===== config.mk =====
export PLATFORM = sky130hd
export DESIGN_NAME = vga_rx_monitor
export DESIGN_NICKNAME = d
export VERILOG_FILES = /design/src/rtl/vga_rx_monitor.sv
export SDC_FILE = /design/constraint.sdc
export NUM_CORES = 1
export LEC_CHECK = 0
export CORE_MARGIN = 1.5
export CORE_UTILIZATION = 45
export DETAILED_ROUTE_END_ITERATION = 8
export HOLD_SLACK_MARGIN = 0.12
export PLACE_DENSITY = 0.67
export SYNTH_ARGS = -nofsm -noshare
export SYNTH_HDL_FRONTEND = slang
export SYNTH_SLANG_ARGS = --single-unit

===== constraint.sdc =====
create_clock -name pclk -period 3.6 [get_ports pclk]
set_input_delay 0.72 -clock pclk [delete_from_list [all_inputs] [get_ports pclk]]
set_output_delay 0.72 -clock pclk [all_outputs]
set_load 0.03 [all_outputs]

===== src/rtl/vga_rx_monitor.sv =====
// VGA receive-side timing monitor.
// Samples the sync and colour pins once, rebuilds the horizontal and vertical
// position from the sync edges, checks line and frame timing, and locks after
// two consecutive clean frames. While locked, visible pixels come out with
// their (x, y) position two pclk edges after they appeared on the pins.
module vga_rx_monitor #(
    parameter int HLINE  = 800,
    parameter int HPULSE = 96,
    parameter int HBP    = 144,
    parameter int HFP    = 784,
    parameter int VLINES = 521,
    parameter int VPULSE = 2,
    parameter int VBP    = 31,
    parameter int VFP    = 511
) (
    input  logic       pclk,
    input  logic       clr_n,
    input  logic       hsync,
    input  logic       vsync,
    input  logic [2:0] red,
    input  logic [2:0] green,
    input  logic [1:0] blue,
    output logic [9:0] x,
    output logic [9:0] y,
    output logic [7:0] pixel,
    output logic       pixel_valid,
    output logic       locked,
    output logic       frame_done,
    output logic       line_err,
    output logic       frame_err,
    output logic       err_sticky,
    output logic [7:0] frame_count
);

    typedef enum logic [1:0] {SEARCH, VERIFY, LOCKED} lock_state_t;

    localparam logic [9:0] IDXMAX = 10'd1023;
    localparam logic [9:0] HLAST  = 10'(HLINE - 1);
    localparam logic [9:0] HPW    = 10'(HPULSE);
    localparam logic [9:0] HBPW   = 10'(HBP);
    localparam logic [9:0] HFPW   = 10'(HFP);
    localparam logic [9:0] VLAST  = 10'(VLINES - 1);
    localparam logic [9:0] VPW    = 10'(VPULSE);
    localparam logic [9:0] VBPW   = 10'(VBP);
    localparam logic [9:0] VFPW   = 10'(VFP);

    lock_state_t state, state_nxt;

    logic       hs_q, vs_q, hs_prev, vs_prev;
    logic [7:0] col_q;
    logic [9:0] h_reg, v_reg;
    logic       seen_h, seen_v, frame_bad;

    logic       hfall, hrise, vfall, vrise;
    logic [9:0] h_cur, v_cur;
    logic       line_err_now, frame_err_now, good_frame, visible;

    // Edge detection, position of the current sample, and timing checks.
    // Line checks wait for the first hsync fall and frame checks for the first
    // vsync fall so that a partial line or frame after reset is never flagged.
    always_comb begin
        hfall         = hs_prev & ~hs_q;
        hrise         = ~hs_prev & hs_q;
        vfall         = vs_prev & ~vs_q;
        vrise         = ~vs_prev & vs_q;
        h_cur         = 10'd0;
        v_cur         = v_reg;
        line_err_now  = 1'b0;
        frame_err_now = 1'b0;

        if (!hfall) begin
            h_cur = (h_reg == IDXMAX) ? IDXMAX : h_reg + 10'd1;
        end

        if (vfall) begin
            v_cur = 10'd0;
        end else if (hfall) begin
            v_cur = (v_reg == IDXMAX) ? IDXMAX : v_reg + 10'd1;
        end

        if (seen_h) begin
            line_err_now = (hfall && (h_reg != HLAST)) ||
                           (hrise && (h_cur != HPW)) ||
                           ((h_cur == IDXMAX) && (h_reg != IDXMAX));
        end

        if (seen_v) begin
            frame_err_now = (vfall && (v_reg != VLAST)) ||
                            (vrise && !(hfall && (v_cur == VPW))) ||
                            ((v_cur == IDXMAX) && (v_reg != IDXMAX));
        end

        good_frame = seen_v && !frame_bad && !line_err_now && !frame_err_now;
        visible    = (state == LOCKED) &&
                     (h_cur >= HBPW) && (h_cur < HFPW) &&
                     (v_cur >= VBPW) && (v_cur < VFPW);
    end

    // Lock progression: each clean frame advances one step, a reported error
    // drops straight back to SEARCH and throws away the good-frame tally.
    always_comb begin
        state_nxt = state;
        if (line_err || frame_err) begin
            state_nxt = SEARCH;
        end else if (vfall && good_frame) begin
            case (state)
                SEARCH:  state_nxt = VERIFY;
                VERIFY:  state_nxt = LOCKED;
                default: state_nxt = LOCKED;
            endcase
        end
    end

    // Lock state register; locked is registered alongside it.
    always_ff @(posedge pclk or negedge clr_n) begin
        if (!clr_n) begin
            state  <= SEARCH;
            locked <= 1'b0;
        end else begin
            state  <= state_nxt;
            locked <= (state_nxt == LOCKED);
        end
    end

    // Pin sampling, position tracking, error flags and pixel outputs.
    always_ff @(posedge pclk or negedge clr_n) begin
        if (!clr_n) begin
            hs_q        <= 1'b0;
            vs_q        <= 1'b0;
            hs_prev     <= 1'b0;
            vs_prev     <= 1'b0;
            col_q       <= 8'd0;
            h_reg       <= 10'd0;
            v_reg       <= 10'd0;
            seen_h      <= 1'b0;
            seen_v      <= 1'b0;
            frame_bad   <= 1'b0;
            line_err    <= 1'b0;
            frame_err   <= 1'b0;
            err_sticky  <= 1'b0;
            frame_done  <= 1'b0;
            frame_count <= 8'd0;
            pixel_valid <= 1'b0;
            x           <= 10'd0;
            y           <= 10'd0;
            pixel       <= 8'd0;
        end else begin
            hs_q    <= hsync;
            vs_q    <= vsync;
            col_q   <= {red, green, blue};
            hs_prev <= hs_q;
            vs_prev <= vs_q;
            h_reg   <= h_cur;
            v_reg   <= v_cur;
            if (hfall) begin
                seen_h <= 1'b1;
            end
            if (vfall) begin
                seen_v <= 1'b1;
            end
            frame_bad  <= vfall ? 1'b0 : (frame_bad | line_err_now | frame_err_now);
            line_err   <= line_err_now;
            frame_err  <= frame_err_now;
            err_sticky <= err_sticky | line_err_now | frame_err_now;
            frame_done <= vfall && (state == LOCKED);
            if (vfall && (state == LOCKED)) begin
                frame_count <= frame_count + 8'd1;
            end
            pixel_valid <= visible;
            if (visible) begin
                x     <= h_cur - HBPW;
                y     <= v_cur - VBPW;
                pixel <= col_q;
            end
        end
    end

endmodule


# Word-level counts from Yosys, hierarchy flattened
# Cells that the tools add are included.
[classes]
n_mux = 11
reduce_logical = 26
div = 0
n_lt_le_gt_ge = 4
n_shift = 0
bitwise_logic = 12
mul = 0
n_eq_ne = 12
n_addsub = 5
[ops]
columns = ["op", "n"]
rows = [
  ["2-to-1 mux 10 bit", 5],
  ["== test 10 bit (second input constant)", 4],
  ["!= test 10 bit (second input constant)", 4],
  ["adder 10 x 1 -> 10 bit (second input constant)", 2],
  ["logical AND 1 bit", 16],
  ["== test 10 x 2 -> 1 bit (second input constant)", 1],
  ["greater-or-equal comparator 10 x 5 -> 1 bit (second input constant)", 1],
  ["greater-or-equal comparator 10 x 8 -> 1 bit (second input constant)", 1],
  ["< comparator 10 bit (second input constant)", 1],
  ["< comparator 10 x 9 -> 1 bit (second input constant)", 1],
  ["!= test 10 x 7 -> 1 bit (second input constant)", 1],
  ["subtractor 10 x 5 -> 10 bit (second input constant)", 1],
  ["subtractor 10 x 8 -> 10 bit (second input constant)", 1],
  ["adder 8 x 1 -> 8 bit (second input constant)", 1],
  ["2-to-1 mux 2 bit", 3],
  ["logical OR 1 bit", 5],
  ["bitwise AND 1 bit", 4],
  ["== test 2 bit (second input constant)", 2],
  ["logical NOT 1 bit", 4],
  ["inverter 1 bit", 4],
  ["bitwise OR 1 bit", 4],
  ["2-to-1 mux 1 bit", 3],
  ["logical NOT 2 bit", 1],
]
[word_totals]
ramBits = 0
latchBits = 0
ff_bits = 79
input_bits = 12
word_cells = 91
out_inout_bits = 42
n_memories = 0
rom_bits = 0

# Logic depth before layout (Yosys ltp)
# Gate-level depths: netlist (run 1).
[depth]
word_depth = 17
depth_mapped = 14
ltp_nobuf = 11

# Worst setup path before layout (run 1)
# OpenSTA, ideal clock, no wires.
[synth_timing]
path_kind = "reg-to-reg"
from = "reg h_reg[0]"
to = "reg pixel[6]"
required_time_ns = 3.475
setup_time_ns = 0.125
setup_slack_ns = 0.438
stages_incl_launch_ff = 13
arrival_ns = 3.037
path_cell_list = "dfrtp_1 ha_1 buf_2 nand3_1 nor3_1 o31ai_1 ha_1 a311oi_1 a2111o_1 a211o_1 buf_6 buf_6 mux2_4"
[synth_between]
elab_chain_len = 8
[synth_rtl]
columns = ["item", "line_no", "source"]
rows = [
  ["start, declared", "51", "logic [9:0] h_reg, v_reg;"],
  ["start signal, assigned", "153", "h_reg <= h_cur;"],
  ["adder 10 x 1 -> 10 bit or == test 10 bit (tied branches)", "72", "h_cur = (h_reg == IDXMAX) ? IDXMAX : h_reg + 10'd1;"],
  ["2-to-1 mux 10 bit (*)", "72", ""],
  ["2-to-1 mux 10 bit (*)", "71", "if (!hfall) begin"],
  ["greater-or-equal comparator 10 x 8 -> 1 bit", "95", "(h_cur >= HBPW) && (h_cur < HFPW) &&"],
  ["logical AND 1 bit", "94", "visible = (state == LOCKED) &&"],
  ["logical AND 1 bit (*) (2 in series)", "95", ""],
  ["logical AND 1 bit (*)", "96", "(v_cur >= VBPW) && (v_cur < VFPW);"],
  ["end signal, assigned", "173", "pixel <= col_q;"],
  ["end, declared", "25", "output logic [7:0] pixel,"],
]
# Every way passes the cells marked *; elsewhere a longest branch is shown, timed or not.
# A chain may end at the register's enable or synchronous reset.

# Final worst setup path (run 1)
[layout_timing]
from = "reg v_reg[0]"
to = "reg pixel[6]"
[layout_between]
elab_chain_len = 7
[layout_rtl]
columns = ["item", "line_no", "source"]
rows = [
  ["start, declared", "51", ""],
  ["start signal, assigned", "154", "v_reg <= v_cur;"],
  ["adder 10 x 1 -> 10 bit or == test 10 bit (tied branches)", "78", "v_cur = (v_reg == IDXMAX) ? IDXMAX : v_reg + 10'd1;"],
  ["2-to-1 mux 10 bit (*)", "78", ""],
  ["2-to-1 mux 10 bit (*)", "77", "end else if (hfall) begin"],
  ["2-to-1 mux 10 bit (*)", "75", "if (vfall) begin"],
  ["net v_cur[1]", "55", "logic [9:0] h_cur, v_cur;"],
  ["greater-or-equal comparator 10 x 5 -> 1 bit", "96", ""],
  ["logical AND 1 bit", "95", ""],
  ["logical AND 1 bit (*)", "96", ""],
]
# Mark *: on every way through the listed nets, which the timed path passes. The rest lies on a longest branch.

==> metrics.txt, run 1 <==
#FFs+latches synth=79; vias per inst=5.78; Detailed Route WL=between 8000 and 9000 um; routed vias=slightly above 3k; Pins Over Slew Limit=0; library cells used by synthesis=60; sequential-to-total area share from yosys stat=49.5%; Avg Cell Area, Syn=11.3 um2; Die Ht=97.2 um; Placed Cells=508; synth warn=0; Final Hold Vio Count=0; RSZ-0062 raised after global routing=false; Finished Layout Cells=524; Top Usage Layer GRT=met2; Worst Path Arrival=3620 ps; First DRT Iteration DRCs=150; GR Layer Usage met2=30.0%; FILL cells=approximately 750; largest net degree at the start of global routing=80; io pins=54; Mapped Cells=354; setup TNS=0 ps; Slew HR=between 30% and 40%; ANT nets after route=0; Post-Syn Nets=376; critical path startpoint category=flip-flop; Power Density=368 mW/mm2; GR Layer Usage met1=28.4%; Root Driver=clkbuf_8; Fmax=0.295 GHz; number of global-route vias before repair=about 3.0k; Clock Latency Late Sink=350 ps; Residual DRC=0; Clock transition at path regs=around 80 ps; first-pass GRT wire length=14900 um; core region area=0.00864 mm2; clock skew=12.3 ps; overall global routing resource usage=19.7%; RePlAce Congestion=just over 0.9; total CTS buffers=9; setup slack after placement=242 ps; Hold Path Class=reg -> reg; H-tree levels=3; layout cell share with drive strength beyond 1=16.6%; Max VDD drop=234 uV; global route overflow=0; setup slack after layout=216 ps; Most used DFF post-synth=dfrtp_1; Slew @ Worst Pin=1000 ps; most common cell after layout, fill and taps aside=dfrtp_1; initial antenna violation count=0; diode count=0; multi-input logic area=0.00187 mm2; HPWL Detailed=~6200 um; Starting Density=46.2%; Area Overhead vs Synth=21.1%; CP Class=reg -> reg; Pre-antenna DRT Iters=4; Syn Std Cell Area=0.00399 mm2; asr flop ratio synth=100%; Cell Rows=34; input/output buffers=53; reg2reg setup slack=about 220 ps; Final min period=3380 ps; Die ar.=0.00944 mm2; met3 global-route usage=under 10%; CTS tree=done; Final setup viols=0; maximum clock path buffer count=2; die width=between 90 and 100 um; Max-Cap Viols=0; Leakage=between 0.002 and 0.0025 uW; Post-synth EDFFs=0; final period utilization=94.0%; CTS Sinks=between 70 and 80; Worst EP required=3830 ps; setup bufs post-CTS=0; Reg area=~0.0020 mm2; status=finished clean; commonest non-fill, non-tap cells in the layout=dfrtp_1 (78), clkdlybuf4s50_1 (52), mux2_2 (21); worst-path fanout max=23; post-layout net count=433; Crit. End Element=flip-flop; average routed wire per standard cell=17.0 um; Hold WS=442 ps
per-layer routing:
layer | routed length (um) | vias to the layer above
met5 | 0 | -
met4 | 125 | 0
met3 | 454 | 12
met2 | 4080 | 100
met1 | 4250 | 1504
li1 | - | 1414
through the flow:
step                      cell area (um2)  util [%]  total power, uW
after global routing                 4830      56.0             1870
final                                4830      56.0             1780
after CTS                            4820      55.8             1800
after detailed placement             4630      53.6             1160
after global placement               4630      53.6             1160
after floorplan                      3990         -             1090
synth_stat cells (all sizes together), types with 2 or more instances:
master | n | area [um2]
ha | 10 | 125
nor4 | 4 | 31.3
nand4 | 11 | 75.1
a211o | 2 | 17.5
o31a | 2 | 17.5
a31oi | 4 | 25.0
o2111a | 2 | 22.5
nor2b | 2 | 12.5
nor3b | 2 | 15.0
a21o | 2 | 15.0
mux2i | 5 | 50.1
or3 | 6 | 37.5
clkbuf | 4 | 15.0
nand4bb | 2 | 22.5
nand3b | 3 | 22.5
a211oi | 2 | 15.0
o32ai | 2 | 17.5
inv | 18 | 67.6
and3 | 5 | 31.3
o21a | 2 | 15.0
xor2 | 5 | 43.8
xnor2 | 15 | 131
nor2 | 18 | 67.6
nand3 | 11 | 55.1
o211ai | 7 | 57.6
mux2 | 31 | 387
and4 | 4 | 37.5
o21ai | 12 | 60.1
dfrtp | 79 | 1980
nand2 | 18 | 67.6
or4b | 2 | 20.0
a21oi | 14 | 70.1
a311oi | 3 | 26.3
nand2b | 7 | 43.8
buf | 12 | 75.1
nor3 | 9 | 50.1
o311a | 2 | 20.0
report_power, final:
group	switching [uW]	internal, uW
logic	106	79.2
registers	45.5	916
clock network	354	279
kinds of logic (layout without fill, tap and decap cells):
family | Yosys count | in the layout | share of synthesized area (%)
AOI/OAI and AO/OA | 67 | 67 | 12.4
xor gates and xnor gates | 20 | 20 | 4.39
adders and majority gates | 10 | 10 | 3.14
buffers and inverters | 34 | 96 | 3.95
DFF | 79 | 79 | 49.5
muxes | 36 | 36 | 10.9
and+or+nand+nor | 108 | 108 | 15.6
path summary, 6_finish.rpt:
path / startpoint / to / cells past startpoint
max: v_reg[0] / pixel[6] / 10
min: vs_q / vs_prev / 0
max reg2reg: v_reg[0] / pixel[6] / 10
min reg2reg: vs_q / vs_prev / 0
max in group asynchronous: clr_n / v_reg[2] / 1
min in group asynchronous: clr_n / v_reg[7] / 1
repair_timing:
action	CTS	global route
setup endpoints to repair	0	6
hold buffers	0	0
gates resized for setup	0	3
cell type report:
type                            count  share of cell area [%]
Clock buffer                       10                    2.85
Clock inverter                      6                    1.06
Multi-Input combinational cell    241                    38.6
Timing Repair Buffer               62                    12.3
Inverter                           18                    1.40
Sequential cell                    79                    40.9
Tap cell                          108                    2.80
critical path, stage by stage (launching register included):
cell and delay, ps:
dfrtp_1 420, ha_1 280, and4b_1 450, nand3_1 150
a21oi_1 300, ha_1 280, o2111a_1 300, o21ai_0 190
a211o_1 350, buf_4 240, mux2_4 320
No activity file was read; power rests on OpenSTA's default activity.
==> inputs of run 2 (changes only) <==
PLACE_DENSITY = 0.74   (was 0.67)
SKIP_CTS_REPAIR_TIMING = 1   (was default)
==> metrics.txt, run 2 (synthesis results as in run 1) <==
clock skew=15.2 ps; Crit. End Element=flip-flop; layout cell share with drive strength beyond 1=~16%; diode count=0; maximum clock path buffer count=2; RSZ-0062 raised after global routing=false; Hold Path Class=reg -> reg; First DRT Iteration DRCs=223; Final Hold Vio Count=0; FILL cells=742; Pins Over Slew Limit=0; number of global-route vias before repair=between 3k and 4k; Leakage=between 0.002 and 0.0025 uW; CTS Sinks=79; slowest stage cell, crit path=dfrtp_1; Flop pwr share=53.6%; initial antenna violation count=0; Pint=1320 uW; Worst EP required=3840 ps; HPWL Detailed=6110 um; CTS tree=done; vias per inst=5.77; Worst Path Arrival=between 3000 and 4000 ps; post-layout net count=432; slowest cell delay on critical path=approximately 550 ps; Reg area=0.00198 mm2; first-pass GRT wire length=roughly 15000 um; Power Density=372 mW/mm2; critical path startpoint category=flip-flop; io pins=54; setup slack after placement=230 ps; Clk pwr share=36.2%; ANT nets after route=0; Area Overhead vs Synth=21.0%; final period utilization=94.6%; core region area=0.00864 mm2; H-tree levels=3; Psw=478 uW; Slew @ Worst Pin=between 900 and 1000 ps; Slew HR=approximately a third; global route overflow=0; final core occ=between 50% and 60%; Final setup viols=0; Root Driver=clkbuf_8; Max VDD drop=~190 uV; Cell Rows=34; worst-path cell chain=nand4_1 > or3_1 > a31oi_2 > ha_1 > o2111a_1 > o21ai_0 > a211o_1 > buf_4 > mux2_4; setup slack after layout=194 ps; input/output buffers=53; multi-input logic area=approximately 0.0019 mm2; Die Ht=97.2 um; combinational fraction of design power=between 10 and 15%; Clock transition at path regs=roughly 70 ps; Finished Cell Area=0.00483 mm2; Max-Cap Viols=0; Die ar.=0.00944 mm2; most common cell after layout, fill and taps aside=dfrtp_1; status=finished clean; average routed wire per standard cell=about 17 um; Starting Density=a little under half; Fmax=between 0.2 and 0.3 GHz; CP Class=reg -> reg; Placement Cell Area=around 0.0046 mm2; overall global routing resource usage=19.4%; RePlAce Congestion=0.980; Clock Latency Late Sink=about 360 ps; Pre-antenna DRT Iters=5; worst-path fanout max=14; commonest non-fill, non-tap cells in the layout=dfrtp_1 (78), clkdlybuf4s50_1 (52), mux2_2 (21); largest net degree at the start of global routing=80; die width=between 90 and 100 um; Final min period=3410 ps; setup TNS=0 ps; routed vias=3011; total CTS buffers=9; Detailed Route WL=8780 um; Residual DRC=0; switching share of total power=26.6%
## run 2: changes by cell type in the layout (fill, tap and decap cells not counted), sizes merged
| cell | before | now |
|---|---|---|
| buf | 10 | 9 |
| bufinv | 0 | 1 |
| clkbuf | 10 | 9 |
| clkinv | 0 | 2 |
| clkinvlp | 3 | 1 |
| inv | 21 | 20 |
## run 2: worst max-delay path, delay by kind of cell (launching register included)
| family | cells | cell delay [ps] |
|---|---|---|
| buf+inv | 1 | 220 |
| compound gates | 4 | 1230 |
| fa+ha+maj | 1 | 260 |
| simple gates | 2 | 710 |
| mux | 1 | 320 |
| flops | 1 | 550 |
## run 2: layout make-up
type                    instances  share of cell area (%)
clock buffers                   9                    2.57
well taps                     108                    2.80
clock inverters                 6                    1.43
multi-input cells             241                    38.6
inverters                      18                    1.40
repair buffers                 61                    12.2
flip-flops and latches         79                    41.0
## run 2: power by group through the flow
stage / combinational, uW / sequential, uW / clock [uW]
after floorplan: 132 / 958 / 0
after global placement: 180 / 974 / 0
after detailed placement: 181 / 979 / 0
after CTS: 183 / 961 / 666
after global routing: 207 / 969 / 701
final: 182 / 962 / 649
## run 2: worst paths after layout
path / from / endpoint / slack [ps] / depth (start not counted)
worst min-delay path: vs_q / vs_prev / 440 / 0
worst max register to register: v_reg[7] / y[0] / 190 / 9
worst min register to register: vs_q / vs_prev / 440 / 0
worst max-delay path: v_reg[7] / y[0] / 190 / 9
max in group asynchronous: clr_n / v_reg[9] / 2390 / 1
min in group asynchronous: clr_n / y[6] / 530 / 1
## run 2: layer usage
| metal | part of all wire (%) | global-route usage (%) | vias to the layer above |
|---|---|---|---|
| met5 | 0 | 0 | - |
| met4 | 4.3 | 11.0 | 0 |
| met3 | 4.9 | 3.02 | 32 |
| met2 | 45 | 29.9 | 107 |
| met1 | 46 | 26.3 | 1468 |
| li1 | - | - | 1404 |
## run 2: stage by stage
step | power, uW | instances | hold WS [ps]
finish | 1790 | 522 | 440
global route | 1880 | 522 | 480
CTS | 1810 | 522 | 442
detailed placement | 1160 | 507 | 413
global placement | 1150 | 507 | 413
floorplan | 1090 | 354 | 386
